===== src/rtl/bp_pkg.sv =====
// Shared constants and counter helpers for the branch predictor.
package bp_pkg;

    localparam int ENTRIES_DEF = 32;
    localparam int CTR_W_DEF   = 2;
    localparam int GHR_W_DEF   = 5;

    // Counters are at most 4 bits wide, so helpers work on a 4-bit container.
    function automatic logic [3:0] ctr_init(input int w);
        return 4'((1 << (w - 1)) - 1);
    endfunction

    function automatic logic [3:0] ctr_next(
        input logic [3:0] ctr,
        input logic       taken,
        input int         w = CTR_W_DEF
    );
        logic [3:0] top;
        top = 4'((1 << w) - 1);
        if (taken && (ctr != top)) begin
            return ctr + 4'd1;
        end
        if (!taken && (ctr != 4'd0)) begin
            return ctr - 4'd1;
        end
        return ctr;
    endfunction

endpackage


===== src/rtl/bp_sat_counter.sv =====
// One saturating direction counter with write enable.
module bp_sat_counter
    import bp_pkg::*;
#(
    parameter int CTR_W = CTR_W_DEF
) (
    input  logic             clk,
    input  logic             rst,
    input  logic             we,
    input  logic             taken,
    output logic [CTR_W-1:0] ctr
);

    always_ff @(posedge clk) begin
        if (rst) begin
            ctr <= CTR_W'(ctr_init(CTR_W));
        end else if (we) begin
            ctr <= CTR_W'(ctr_next(4'(ctr), taken, CTR_W));
        end
    end

endmodule


===== src/rtl/pattern_history_table.sv =====
// Pattern history table: ENTRIES saturating counters, registered lookup.
// Define PHT_GSHARE_EN to XOR a global history register into the index.
module pattern_history_table
    import bp_pkg::*;
#(
    parameter  int ENTRIES = ENTRIES_DEF,
    parameter  int CTR_W   = CTR_W_DEF,
    parameter  int GHR_W   = GHR_W_DEF,
    localparam int IDX_W   = $clog2(ENTRIES)
) (
    input  logic             clk,
    input  logic             rst,
    input  logic             rd_en,
    input  logic [IDX_W-1:0] rd_addr,
    output logic             prediction,
    output logic             pred_valid,
    output logic [IDX_W-1:0] pred_idx,
    input  logic             upd_en,
    input  logic [IDX_W-1:0] upd_idx,
    input  logic             upd_taken
);

    if (ENTRIES < 2 || (1 << IDX_W) != ENTRIES) begin : g_bad_entries
        $error("ENTRIES must be a power of two, at least 2");
    end
    if (CTR_W < 1 || CTR_W > 4) begin : g_bad_ctr
        $error("CTR_W must be 1..4");
    end
    if (GHR_W < 1 || GHR_W > IDX_W) begin : g_bad_ghr
        $error("GHR_W must be 1..IDX_W");
    end

    logic [CTR_W-1:0] ctr_q [ENTRIES];
    logic [IDX_W-1:0] lk_idx;
    logic [CTR_W-1:0] rd_ctr;
    logic [CTR_W-1:0] rd_next;

    for (genvar i = 0; i < ENTRIES; i++) begin : g_ctr
        bp_sat_counter #(
            .CTR_W(CTR_W)
        ) u_ctr (
            .clk  (clk),
            .rst  (rst),
            .we   (upd_en && (upd_idx == IDX_W'(i))),
            .taken(upd_taken),
            .ctr  (ctr_q[i])
        );
    end

`ifdef PHT_GSHARE_EN
    logic [GHR_W-1:0] ghr;

    // Truncating {ghr, taken} keeps the newest GHR_W outcomes.
    always_ff @(posedge clk) begin
        if (rst) begin
            ghr <= '0;
        end else if (upd_en) begin
            ghr <= GHR_W'({ghr, upd_taken});
        end
    end

    assign lk_idx = rd_addr ^ IDX_W'(ghr);
`else
    assign lk_idx = rd_addr;
`endif

    // Same-cycle update to the looked-up entry is forwarded.
    always_comb begin
        rd_ctr  = ctr_q[lk_idx];
        rd_next = rd_ctr;
        if (upd_en && (upd_idx == lk_idx)) begin
            rd_next = CTR_W'(ctr_next(4'(rd_ctr), upd_taken, CTR_W));
        end
    end

    always_ff @(posedge clk) begin
        if (rst) begin
            prediction <= 1'b0;
            pred_valid <= 1'b0;
            pred_idx   <= '0;
        end else begin
            pred_valid <= rd_en;
            if (rd_en) begin
                prediction <= rd_next[CTR_W-1];
                pred_idx   <= lk_idx;
            end
        end
    end

endmodule


===== config.mk =====
export PLATFORM = sky130hd
export DESIGN_NAME = pattern_history_table
export DESIGN_NICKNAME = d
export VERILOG_FILES = /design/src/rtl/bp_pkg.sv /design/src/rtl/bp_sat_counter.sv /design/src/rtl/pattern_history_table.sv
export SDC_FILE = /design/constraint.sdc
export NUM_CORES = 1
export LEC_CHECK = 0
export BUFFER_PORTS_ARGS = -buffer_cell sky130_fd_sc_hd__buf_4
export CAP_MARGIN = 0
export CORE_MARGIN = 4
export CORE_UTILIZATION = 30
export DETAILED_ROUTE_END_ITERATION = 7
export GPL_TIMING_DRIVEN = 0
export MAX_ROUTING_LAYER = met4
export SYNTH_ARGS = -nofsm -noshare
export SYNTH_HDL_FRONTEND = slang
export SYNTH_SLANG_ARGS = --single-unit

===== constraint.sdc =====
create_clock -name clk -period 5 [get_ports clk]
set_input_delay 0.25 -clock clk [delete_from_list [all_inputs] [get_ports clk]]
set_output_delay 0.25 -clock clk [all_outputs]
set_load 0.01 [all_outputs]

# Word-level counts from Yosys, hierarchy flattened
# Cells that the tools add are included.
# totals
regBits,71
in_bits,15
output_inout_bits,7
word_cells,731
# classes
add_sub_neg,66
order_cmp,1
n_eq_ne,65
n_mux,365
bitwise_logic,1
n_reduce_logical,198
# ops
cell,n
$mux W2,135
$mux W1,229
$reduce_bool A2 Y1,65
$logic_and A1 B1 Y1,99
$eq A5 B5 Y1 const B,16
$add A2 B1 Y2 const B,33
$ne A2 B2 Y1 const B,33
$sub A2 B1 Y2 const B,33
$reduce_and A2 Y1,32
$eq A5 B4 Y1 const B,8
$eq A5 B3 Y1 const B,4
$bmux W2 S5,1
$eq A5 B2 Y1 const B,2
$ge A6 B6 Y1 const B,1
$not A5 Y6,1
$eq A5 B1 Y1 const B,1
$eq A5 B5 Y1,1
$logic_not A5 Y1,1
$logic_not A1 Y1,1

# Longest topological paths before layout
# Gate-level depths: netlist of run 1.
# depth
depth_word,13
depth_mapped,13
mapped_depth_nobuf,11

# Modules after synthesis
# A second synthesis of run 1 with hierarchy kept.
# unflattened
cells_unflattened,690
area_unflattened_um2,5889.4
# by_module_without_submodules
module,n_inst,cells_each,area_each_um2,seq_area_each_um2
bp_sat_counter,32,17,147.6,40.0
pattern_history_table,1,146,1164.9,140.1

# Worst setup path after synthesis of run 1
# OpenSTA, ideal clock, no wires.
# synth_path
path_type,input port to flip-flop
start,input rd_addr[0]
end,register prediction
setup_time_ps,81
arrival_ps,2464
t_required_ps,4919
slack_ps,2455
stages,10
path_buffers,1
path_cell_list,buf_6 -> mux4_1 -> mux4_2 -> mux2i_4 -> ha_1 -> nor3b_1 -> a21oi_1 -> o31ai_1 -> a21o_1 -> a41oi_1
# synth_between
elab_chain_len,12
# synth_rtl
element,line,text
start: declaration,pattern_history_table.sv:14,"input logic [IDX_W-1:0] rd_addr,"
$not A5 Y6 (not written as such),pattern_history_table.sv:69,rd_ctr = ctr_q[lk_idx];
$bmux W2 S5,pattern_history_table.sv:69,
$mux W2 (not written as such) (2 in a row),pattern_history_table.sv:69,
$reduce_bool A2 Y1,bp_pkg.sv:23,if (!taken && (ctr != 4'd0)) begin
$logic_and A1 B1 Y1,bp_pkg.sv:23,
$mux W1 (2 in a row),bp_pkg.sv:23,
$mux W1,pattern_history_table.sv:71,if (upd_en && (upd_idx == lk_idx)) begin
$mux W2,bp_pkg.sv:26,return ctr;
$mux W2,bp_pkg.sv:23,
$mux W2 (*),pattern_history_table.sv:71,
end signal: assignment,pattern_history_table.sv:84,prediction <= rd_next[CTR_W-1];
end: declaration,pattern_history_table.sv:15,"output logic prediction,"
# Every way passes the cells marked *; elsewhere a longest branch is shown, timed or not. The select of a mux whose other input is x is not followed.
# A chain may end at the register's enable or synchronous reset.

# Final worst setup path of run 1
# layout_path
start,input rd_addr[1]
end,register prediction
# Same word-level chain as after synthesis.

==> key figures, run 1 <==
Clock network
  • Clk sinks: 71
  • Post-CTS Hold Buffers: 0
  • Clock-pin slew on the worst setup and hold paths: 0.06 ns
  • Clk_lat worst skew: 0.34 ns
  • TritonCTS clock tree: done
  • Htree depth: 3
  • Worst-case clock buffer depth: 2
  • CTS Buf Count: 9
  • Resized cells post-CTS: 0
  • Post-CTS setup buffers: 0
  • Root Buffer: clkbuf_16

Synthesis
  • Post-synth EDFFs: 0
  • Post-synth cell types: 36
  • Async SR Flop Fraction: 0
  • Synthesized cell area: 0.00514 mm^2
  • Ys Warns: 0
  • Syn_nets: 666
  • Primary FF master, synth: dfxtp_1
  • Sequential share of the synthesized area: 0.276
  • Flops & latches, synth: 71
  • Post-Syn Area per Cell: 8.79 um^2
  • Post-Synthesis Cells: 585

Worst setup path
  • Reg-to-Reg Start: g_ctr[17].u_ctr.ctr[0]
  • R2r endpoint: prediction
  • CP Capture Type: flip-flop
  • Number of cells on the worst reg-to-reg path: 9
  • Worst R2R Setup Slack: 2.34 ns
  • Critical Path Start Type: primary input
  • Critical-path maximum fanout: 10
  • Worst EP required: 5.26 ns
  • Crit Path Class: in -> reg
  • Worst Path Arrival: 3.16 ns

Route
  • Final WL: 13.3 mm
  • DRC Markers: 0
  • Vias per cell: 4.70
  • Wirelength per Cell: 15.9 um
  • Routed Antenna Nets: 0
  • Initial drt markers: 196
  • Via count: 3926
  • DRT Pass-1 Iters: 4

Worst hold path
  • Hold path startpoint: rd_addr[2]
  • Tightest Hold Check Type: in -> reg
  • Hold Crit Depth: 3
  • Hold EP: pred_idx[2]

Placed design
  • Cells after DPL: 820
  • Port bufs: 15
  • RePlAce Congestion: 0.814
  • Post-DP HPWL: 9.46 mm
  • Area after DPL: 0.00553 mm^2

Timing
  • Setup TNS: 0 ns
  • RSZ-0062 raised after global routing: no
  • Clk_skew: 0.00705 ns
  • Normalized max-slew margin: 0.334
  • Endpoints failing setup: 0
  • Max Fclk: 0.345 GHz
  • Final Hold Viols: 0
  • Fin Hold WS: 0.287 ns
  • Tmin final: 2.90 ns
  • Final Cycle Share: 0.580
  • Fin. max-slew vios: 0
  • Tightest Pin Transition: 0.995 ns

GRT
  • First-pass GRT wire length: 21.2 mm
  • GRT overflow: 0
  • Largest net degree at the start of global routing: 13
  • Vias in the first global route: 3827
  • Gr usage total: 0.144
  • Antenna violations before repair: 0

Final layout
  • Design area: 0.00588 mm^2
  • Filler Cells Inserted: 1750
  • Nets: 692
  • Area grow syn2layout: 14.3%
  • Final cell count without fillers: 836
  • Layout cells sized above 1: 0.0714
  • Ant. Diodes: 0

Floorplan
  • Die area: 0.0193 mm^2
  • Die height: 139 um
  • Row cnt: 47
  • Starting Density: 0.308
  • Area of the core: 0.0167 mm^2
  • Die X: 139 um
  • Ports: 22

Pwr
  • Leak: 2.37 nW
  • Worst-case vdd ir drop: 0.162 mV
  • PD cells: 258 mW/mm^2

Status
  • Status: finished, final reports clean

Flow run
  • Max-Cap Viols: 0
[cell type report]
cell class	count	area (um^2)	share of cell area
Inverter	65	244	0.0415
Timing Repair Buffer	15	113	0.0192
Buffer	26	114	0.0194
Clock buffer	10	239	0.0407
Multi-Input combinational cell	423	3360	0.572
Tap cell	220	275	0.0468
Clock inverter	6	108	0.0183
Sequential cell	71	1420	0.242
[power breakdown]
part | internal [mW] | total, mW | switching [mW] | leakage, nW
Sequential | 0.575 | 0.581 | 0.00671 | 0.575
Combinational | 0.0701 | 0.174 | 0.104 | 1.63
Clock | 0.499 | 0.761 | 0.261 | 0.168
[Yosys cell counts, drive strengths merged (2+ instances only)]
| cell | instances | area [um^2] |
|---|---|---|
| ha | 66 | 826 |
| xor2 | 25 | 219 |
| nand2 | 9 | 33.8 |
| xnor2 | 44 | 385 |
| mux2i | 23 | 243 |
| nand3 | 3 | 15.0 |
| mux4 | 10 | 244 |
| o21ai | 4 | 20.0 |
| and3 | 5 | 31.3 |
| o211ai | 29 | 218 |
| nand4 | 2 | 12.5 |
| nor2b | 34 | 213 |
| clkbuf | 19 | 71.3 |
| dfxtp | 71 | 1420 |
| a211oi | 31 | 233 |
| nand2b | 38 | 238 |
| a22oi | 4 | 30.0 |
| nor3 | 2 | 10.0 |
| a21oi | 4 | 20.0 |
| buf | 7 | 42.5 |
| and2 | 2 | 12.5 |
| nor2 | 81 | 304 |
| inv | 65 | 244 |
[metrics by stage]
step	total power, mW	worst slack [ns]	util
after floorplan	0.710	2.46	-
after CTS	1.52	2.10	0.352
after global routing	1.56	1.95	0.352
final	1.52	2.10	0.352
after global placement	0.766	1.75	0.331
after detailed placement	0.767	1.77	0.331
[cell families (layout without fill, tap and decap cells)]
kind of cell / count (synthesis) / after routing / share of synthesized area
and+or+nand+nor: 177 / 177 / 0.171
adders and majority gates: 66 / 66 / 0.161
DFF: 71 / 71 / 0.276
AOI/OAI and AO/OA: 78 / 78 / 0.110
muxes: 33 / 33 / 0.0947
xor gates and xnor gates: 69 / 69 / 0.118
buffers and inverters: 91 / 122 / 0.0696
[sequential cells by signal, summed over array words and instances, names as in the netlist]
signal / cells
g_ctr.u_ctr.ctr: 64
pred_idx: 5
pred_valid: 1
prediction: 1
[metal layers]
metal / vias to the layer above / track usage / routed length [um]
li1: 1989 / - / -
met1: 1837 / 0.188 / 6180
met2: 90 / 0.228 / 6040
met3: 10 / 0.0331 / 900
met4: 0 / 0.0319 / 137
met5: - / - / 0
[how the worst max path moves through the flow]
stage	from	end	slack (ns)
floorplan	rd_addr[0]	prediction	2.46
global placement	rd_addr[1]	prediction	1.75
detailed placement	rd_addr[1]	prediction	1.77
CTS	rd_addr[1]	prediction	2.10
global route	rd_addr[1]	prediction	1.95
finish	rd_addr[1]	prediction	2.10
[worst max-delay path, cell delays in order]
cell and delay, ns:
buf_4 0.13, clkbuf_1 0.62, mux4_1 0.49, mux4_2 0.51, mux2i_4 0.17, ha_1 0.28, nor3b_1 0.15, a21oi_1 0.12
o31ai_1 0.07, a21o_1 0.20, a41oi_1 0.16
[cell usage in the layout (no fill, tap or decap), types with 2 or more instances in the layout]
master / n
nor2_1: 81
dfxtp_1: 71
ha_1: 66
inv_1: 64
xnor2_1: 44
nand2b_1: 38
nor2b_1: 34
a211oi_1: 31
o211ai_1: 29
xor2_1: 25
mux2i_1: 22
clkbuf_1: 19
buf_4: 16
nand2_1: 9
clkbuf_16: 9
mux4_2: 5
mux4_1: 5
and3_1: 5
buf_2: 4
a22oi_1: 4
a21oi_1: 4
o21ai_0: 4
nand3_1: 3
bufinv_16: 3
and2_1: 2
nor3_1: 2
nand4_1: 2
clkinv_2: 2
No activity file was read; power rests on OpenSTA's default activity.
==> run 2: changes to the inputs <==
==> constraint.sdc (replaced) <==
create_clock -name clk -period 2.9 [get_ports clk]
set_input_delay 0.145 -clock clk [delete_from_list [all_inputs] [get_ports clk]]
set_output_delay 0.145 -clock clk [all_outputs]
set_load 0.01 [all_outputs]
==> run 2 against run 1 <==
Net effect: power increased by 72%; sequential power increased by 72%; sequential share of layout area about the same; clock skew about the same; routed wire length about the same; cell area about the same; combinational power increased by 73%; global-route usage unchanged; clock-buffer cell count unchanged; register-to-register slack got worse by 2.1 ns; worst setup slack got worse by 1.9 ns; via count decreased by 0.10%; critical endpoint unchanged; largest power group unchanged.
==> key figures, run 2 (same netlist as run 1, synthesis figures left out) <==
Status
  • Status: finished, final reports clean

Placed design
  • Pre-CTS setup slack: -0.225 ns (-1.99 ns)
  • RePlAce Congestion: 0.814 (unchanged)
  • Port bufs: 15 (unchanged)
  • Post-DP HPWL: 9.46 mm (unchanged)
  • Area after DPL: 0.00553 mm^2 (unchanged)

GRT
  • Gr usage total: 0.144 (unchanged)
  • Antenna violations before repair: 0 (unchanged)
  • GRT overflow: 0 (unchanged)
  • Vias in the first global route: 3827 (unchanged)
  • First-pass GRT wire length: 21.2 mm (unchanged)
  • Largest net degree at the start of global routing: 13 (unchanged)

Route
  • Wirelength per Cell: 15.9 um (about the same)
  • Vias per cell: 4.69 (-0.10%)
  • DRT Pass-1 Iters: 4 (unchanged)
  • Routed Antenna Nets: 0 (unchanged)
  • Final WL: 13.3 mm (about the same)
  • DRC Markers: 0 (unchanged)
  • Initial drt markers: 194 (-1.0%)
  • Via count: 3922 (-0.10%)

Timing
  • Final Cycle Share: 0.920
  • Setup TNS: 0 ns (unchanged)
  • Clk_skew: 0.00674 ns (-0.000308 ns)
  • Endpoints failing setup: 0 (unchanged)
  • Fin. max-slew vios: 0 (unchanged)
  • Max Fclk: 0.375 GHz
  • RSZ-0062 raised after global routing: no
  • Tmin final: 2.67 ns
  • Normalized max-slew margin: 0.315 (-0.0196)
  • Tightest Pin Transition: 1.02 ns (+0.0292 ns)
  • Final Hold Viols: 0 (unchanged)
  • Fin Hold WS: 0.185 ns (-0.103 ns)
  • Final WS setup: 0.232 ns (-1.87 ns)

Floorplan
  • Starting Density: 0.308 (unchanged)
  • Die area: 0.0193 mm^2 (unchanged)
  • Area of the core: 0.0167 mm^2 (unchanged)
  • Ports: 22 (unchanged)
  • Row cnt: 47 (unchanged)
  • Die X: 139 um (unchanged)
  • Die height: 139 um (unchanged)

Final layout
  • Ant. Diodes: 0 (unchanged)
  • Most common cell after layout, fill and taps aside: nor2_1
  • Final core occ: 0.352 (about the same)
  • Layout cells sized above 1: 0.0731 (+0.00162)
  • Top reg by flops: g_ctr.u_ctr.ctr
  • Filler Cells Inserted: 1749 (-0.057%)
  • Most frequent cells in the layout: 81 x nor2_1, 71 x dfxtp_1, 66 x ha_1, 64 x inv_1, 44 x xnor2_1
  • Max FFs per register: 64 (unchanged)
  • Nets: 692 (unchanged)
  • Top Registers: g_ctr.u_ctr.ctr: 64 flops, pred_idx: 5 flops
  • Design area: 0.00588 mm^2 (about the same)
  • Area grow syn2layout: 14.3% (about the same)

Worst setup path
  • CP Capture Type: flip-flop
  • Worst Path Arrival: 2.93 ns (-0.23 ns)
  • Critical Path Start Type: flip-flop
  • Crit-path cells: mux4_1 -> mux4_2 -> mux2i_4 -> ha_1 -> nor3b_1 -> a21oi_1 -> o31ai_1 -> a21o_1 -> a41oi_1
  • Critical-path top delay cell: mux4_1
  • Critical-path maximum fanout: 3 (-7)
  • Worst EP required: 3.16 ns (-2.10 ns)
  • Slowest stage delay, CP: 0.60 ns (-0.02 ns)
  • Buf+Inv Stages, Crit Path: 0 (-2)
  • Reg-to-Reg Start: g_ctr[17].u_ctr.ctr[0]
  • Worst R2R Setup Slack: 0.23 ns (-2.11 ns)
  • R2r endpoint: prediction
  • Number of cells on the worst reg-to-reg path: 9 (unchanged)
  • Cell family with most CP delay: multiplexers
  • Crit Path Class: reg -> reg

Pwr
  • P_sw: 642 uW (+73%)
  • Leak: 2.37 nW (+0.13%)
  • Internal: 1.97 mW (+72%)
  • Worst-case vdd ir drop: 0.281 mV (+74%)
  • Clock Power Share: 0.502 (about the same)
  • Sequential fraction of design power: 0.383 (about the same)
  • Switching share of power: 0.246 (+0.000276)
  • PD cells: 445 mW/mm^2 (+72%)
  • Gate power share: 0.115 (about the same)

Worst hold path
  • Hold path startpoint: rd_addr[2]
  • Hold EP: pred_idx[2]
  • Tightest Hold Check Type: in -> reg
  • Hold Crit Depth: 3 (unchanged)

Clock network
  • TritonCTS clock tree: done
  • Root Buffer: clkbuf_16
  • Clock-pin slew on the worst setup and hold paths: 0.06 ns (about the same)
  • Htree depth: 3 (unchanged)
  • Clk_lat worst skew: 0.34 ns (about the same)
  • Clk sinks: 71 (unchanged)
  • CTS Buf Count: 9 (unchanged)
  • Worst-case clock buffer depth: 2 (unchanged)

Flow run
  • Max-Cap Viols: 0 (unchanged)
[run 2: cell types whose count changed in the layout (fill, tap and decap cells not counted)]
cell and change:
clkbuf_1 -1, clkbuf_2 +1
[run 2: cell type report]
class,count,area (um^2),area share
clock buffers,10,239,0.0407
flip-flops and latches,71,1420,0.242
well taps,220,275,0.0468
clock inverters,6,108,0.0183
repair buffers,15,113,0.0192
inverters,65,244,0.0415
plain buffers,26,115,0.0196
multi-input cells,423,3360,0.572
[run 2: power groups by stage]
stage	Clock, mW	Sequential [mW]	Combinational, mW
floorplan	0	1.02	0.201
global placement	0	1.02	0.298
detailed placement	0	1.02	0.299
CTS	1.32	1.00	0.301
global route	1.36	1.00	0.331
finish	1.31	1.00	0.301
[run 2: how the worst max path moves through the flow]
stage	from	to	cells after the start
3_5_place_dp	rd_addr[1]	prediction	11
3_3_place_gp	rd_addr[1]	prediction	11
2_1_floorplan	rd_addr[0]	prediction	10
5_1_grt	g_ctr[17].u_ctr.ctr[0]	prediction	9
4_1_cts	rd_addr[1]	prediction	11
6_report	g_ctr[17].u_ctr.ctr[0]	prediction	9
[run 2: stage by stage]
step                      power, mW  instances
after detailed placement       1.32        820
after floorplan                1.22        585
final                          2.61        836
after CTS                      2.63        836
after global routing           2.69        836
after global placement         1.32        820
[run 2: worst min-delay path, stage by stage]
cell and delay (ns):
buf_2 0.18, mux2i_1 0.10, nor2_1 0.07
[run 2: what timing repair did]
action / 4_1_cts / 5_1_grt
hold buffers: 0 / 0
endpoints found under the setup margin: 0 / 1
setup buffers: 0 / 0
resized for setup: 0 / 2
[run 2: metal layers]
layer  global-route usage  routed length [um]  vias to the layer above
li1                     -                   -                     1992
met1                0.188                6260                     1849
met2                0.228                6090                       71
met3               0.0331                 785                       10
met4               0.0319                 128                        0
met5                    -                   0                        -
==> run 3: changes to the inputs <==
--- a/config.mk
+++ b/config.mk
@@ -5,6 +5,7 @@
 export SDC_FILE = /design/constraint.sdc
 export NUM_CORES = 1
 export LEC_CHECK = 0
+export ABC_AREA = 1
 export BUFFER_PORTS_ARGS = -buffer_cell sky130_fd_sc_hd__buf_4
 export CAP_MARGIN = 0
 export CORE_MARGIN = 4
==> run 3 against run 2 <==
Net effect: sequential cell count did not move; cell area rose by 2.1%; non-clock buffer count rose by 4; first-iteration DRC count rose by 110%; via count rose by 27%; critical endpoint unchanged; largest power group unchanged; critical path depth rose by 5.
==> key figures, run 3 <==
Status
  • Status: finished, final reports clean

Clock network
  • Post-CTS Hold Buffers: 0 (unchanged)
  • Clock-pin slew on the worst setup and hold paths: 0.05 ns (about the same)
  • Post-CTS setup buffers: 0 (unchanged)
  • Root Buffer: clkbuf_16
  • Worst-case clock buffer depth: 2 (unchanged)
  • TritonCTS clock tree: done
  • CTS Buf Count: 9 (unchanged)
  • Htree depth: 3 (unchanged)
  • Clk_lat worst skew: 0.35 ns (about the same)
  • Resized cells post-CTS: 0 (unchanged)
  • Clk sinks: 71 (unchanged)

Synthesis
  • Post-Syn Area per Cell: 7.28 um^2 (-17%)
  • Flops & latches, synth: 71 (unchanged)
  • Share of the synthesized area in the top cell type: 0.268 (-0.00835)
  • Primary FF master, synth: dfxtp_1
  • Syn_nets: 809 (+21%)
  • Post-synth cell types: 32 (-11%)
  • Count leader, synth: nor2_1
  • Most common library cells after synthesis: 103 x nor2_1, 85 x inv_1, 71 x dfxtp_1
  • Ys Warns: 0 (unchanged)
  • Synth area leaders: dfxtp_1 27%, ha_1 16%, nor2_1 7.3%, a21oi_1 6.5%, inv_1 6.0%
  • Cell taking the most area after synthesis: dfxtp_1
  • Synthesized cell area: 0.00530 mm^2 (+3.1%)
  • Post-synth EDFFs: 0 (unchanged)
  • Sequential share of the synthesized area: 0.268 (-0.00835)
  • Async SR Flop Fraction: 0 (unchanged)
  • Post-Synthesis Cells: 728 (+24%)

Timing
  • Tightest Pin Transition: 0.679 ns (-0.345 ns)
  • Final Cycle Share: 0.786 (-0.134)
  • Max Fclk: 0.439 GHz (+17%)
  • Clk_skew: 0.00760 ns (+0.000866 ns)
  • Normalized max-slew margin: 0.547 (+0.233)
  • Final Hold Viols: 0 (unchanged)
  • Setup TNS: 0 ns (unchanged)
  • Fin. max-slew vios: 0 (unchanged)
  • Tmin final: 2.28 ns (-0.389 ns)
  • RSZ-0062 raised after global routing: no
  • Endpoints failing setup: 0 (unchanged)

Worst setup path
  • Critical-path maximum fanout: 4 (+1)
  • Crit Path Class: reg -> reg
  • Worst EP required: 3.17 ns (about the same)
  • Critical Path Start Type: flip-flop
  • Worst Path Arrival: 2.55 ns (-0.38 ns)
  • CP Capture Type: flip-flop

Placed design
  • Cells after DPL: 971 (+18%)
  • RePlAce Congestion: 0.927 (+14%)
  • Area after DPL: 0.00572 mm^2 (+3.4%)
  • Post-DP HPWL: 11.2 mm (+19%)
  • Port bufs: 18 (+3)

Flow run
  • Max-Cap Viols: 0 (unchanged)

GRT
  • GRT overflow: 0 (unchanged)
  • Largest net degree at the start of global routing: 12 (-1)
  • Vias in the first global route: 4851 (+27%)
  • Antenna violations before repair: 0 (unchanged)
  • Gr usage total: 0.171 (+0.0269)
  • First-pass GRT wire length: 25.8 mm (+21%)

Floorplan
  • Die height: 141 um (+1.5%)
  • Die area: 0.0199 mm^2 (+2.9%)
  • Die X: 141 um (+1.5%)
  • Area of the core: 0.0173 mm^2 (+3.6%)
  • Ports: 22 (unchanged)
  • Starting Density: 0.306 (-0.00134)
  • Row cnt: 48 (+2.1%)

Route
  • DRT Pass-1 Iters: 5 (+1)
  • Final WL: 15.9 mm (+20%)
  • Via count: 4980 (+27%)
  • Wirelength per Cell: 16.2 um (+1.9%)
  • Routed Antenna Nets: 0 (unchanged)
  • Initial drt markers: 404 (+110%)
  • DRC Markers: 0 (unchanged)
  • Vias per cell: 5.05 (+7.7%)

Final layout
  • Ant. Diodes: 0 (unchanged)
  • Final cell count without fillers: 986 (+18%)
  • Top Registers: g_ctr.u_ctr.ctr: 64 flops, pred_idx: 5 flops
  • Most common cell after layout, fill and taps aside: nor2_1
  • Layout cells sized above 1: 0.126 (+0.0531)
  • Design area: 0.00600 mm^2 (+2.1%)
  • Nets: 838 (+21%)
  • Top reg by flops: g_ctr.u_ctr.ctr
  • Most frequent cells in the layout: 103 x nor2_1, 85 x inv_1, 71 x dfxtp_1, 70 x nand2_1, 69 x a21oi_1
  • Max FFs per register: 64 (unchanged)
  • Area grow syn2layout: 13.2%

Pwr
  • PD cells: 413 mW/mm^2 (-7.1%)
  • Worst-case vdd ir drop: 0.243 mV (-13%)
  • Internal: 1.76 mW (-11%)
  • Sequential fraction of design power: 0.404 (+0.021)
  • P_sw: 717 uW (+12%)
  • Leak: 2.74 nW (+15%)
  • Gate power share: 0.154 (+0.039)
  • Total power: 2.48 mW (-5.1%)
  • Switching share of power: 0.289 (+0.0436)
  • Clock Power Share: 0.442 (-0.060)

Worst hold path
  • Tightest Hold Check Type: in -> reg
## run 3: metal layers
metal | global-route usage | vias up | wire length, um
li1 | - | 2455 | -
met5 | - | - | 0
met3 | 0.0258 | 38 | 938
met1 | 0.224 | 2335 | 7400
met4 | 0.0683 | 0 | 543
met2 | 0.265 | 152 | 7060
## run 3: cell type report
| type | count | area (um^2) |
|---|---|---|
| well taps | 225 | 282 |
| clock inverters | 3 | 17.5 |
| clock buffers | 12 | 267 |
| flip-flops and latches | 71 | 1420 |
| repair buffers | 18 | 135 |
| multi-input cells | 532 | 3320 |
| plain buffers | 27 | 190 |
| fillers | 1879 | 11300 |
| inverters | 98 | 368 |
## run 3: cell families after synthesis
logic type	count (synthesis)	synth area share
XOR/XNOR	33	0.0545
flip-flops	71	0.268
AND/OR/NAND/NOR	267	0.247
buffers and inverters	125	0.105
adder cells (fa/ha/maj)	66	0.156
AO/OA/AOI/OAI	166	0.170
## run 3: path summary, 6_finish.rpt
check	start	to	slack, ns	cells after the start
worst max-delay path	g_ctr[25].u_ctr.ctr[0]	prediction	0.62	14
worst min-delay path	rd_en	pred_valid	0.05	3
worst max register to register	g_ctr[25].u_ctr.ctr[0]	prediction	0.62	14
worst min register to register	prediction	prediction	0.48	2
## run 3: power by group through the flow
stage / clock network, mW / logic, mW / registers (mW)
floorplan: 0 / 0.249 / 1.02
global placement: 0 / 0.373 / 1.02
detailed placement: 0 / 0.376 / 1.02
CTS: 1.11 / 0.379 / 1.00
global route: 1.14 / 0.421 / 1.01
finish: 1.10 / 0.382 / 1.00
## run 3: through the flow
stage	hold WS (ns)	worst slack, ns	util
3_5_place_dp	0.394	0.444	0.331
5_1_grt	0.0815	0.406	0.347
3_3_place_gp	0.390	0.455	0.331
4_1_cts	0.0351	0.651	0.347
2_1_floorplan	0.245	1.05	-
6_report	0.0459	0.622	0.347
## run 3: critical path: stages (launching register included)
cell and delay, ns:
dfxtp_1 0.31, inv_1 0.12, o21ai_1 0.09, a21oi_1 0.29, a21oi_1 0.06, o21ai_0 0.20
nand3_1 0.10, nand2_1 0.12, inv_2 0.04, ha_1 0.19, nor3b_1 0.30, o21bai_1 0.15
nand2_1 0.08, nand2_1 0.06, a21oi_2 0.11
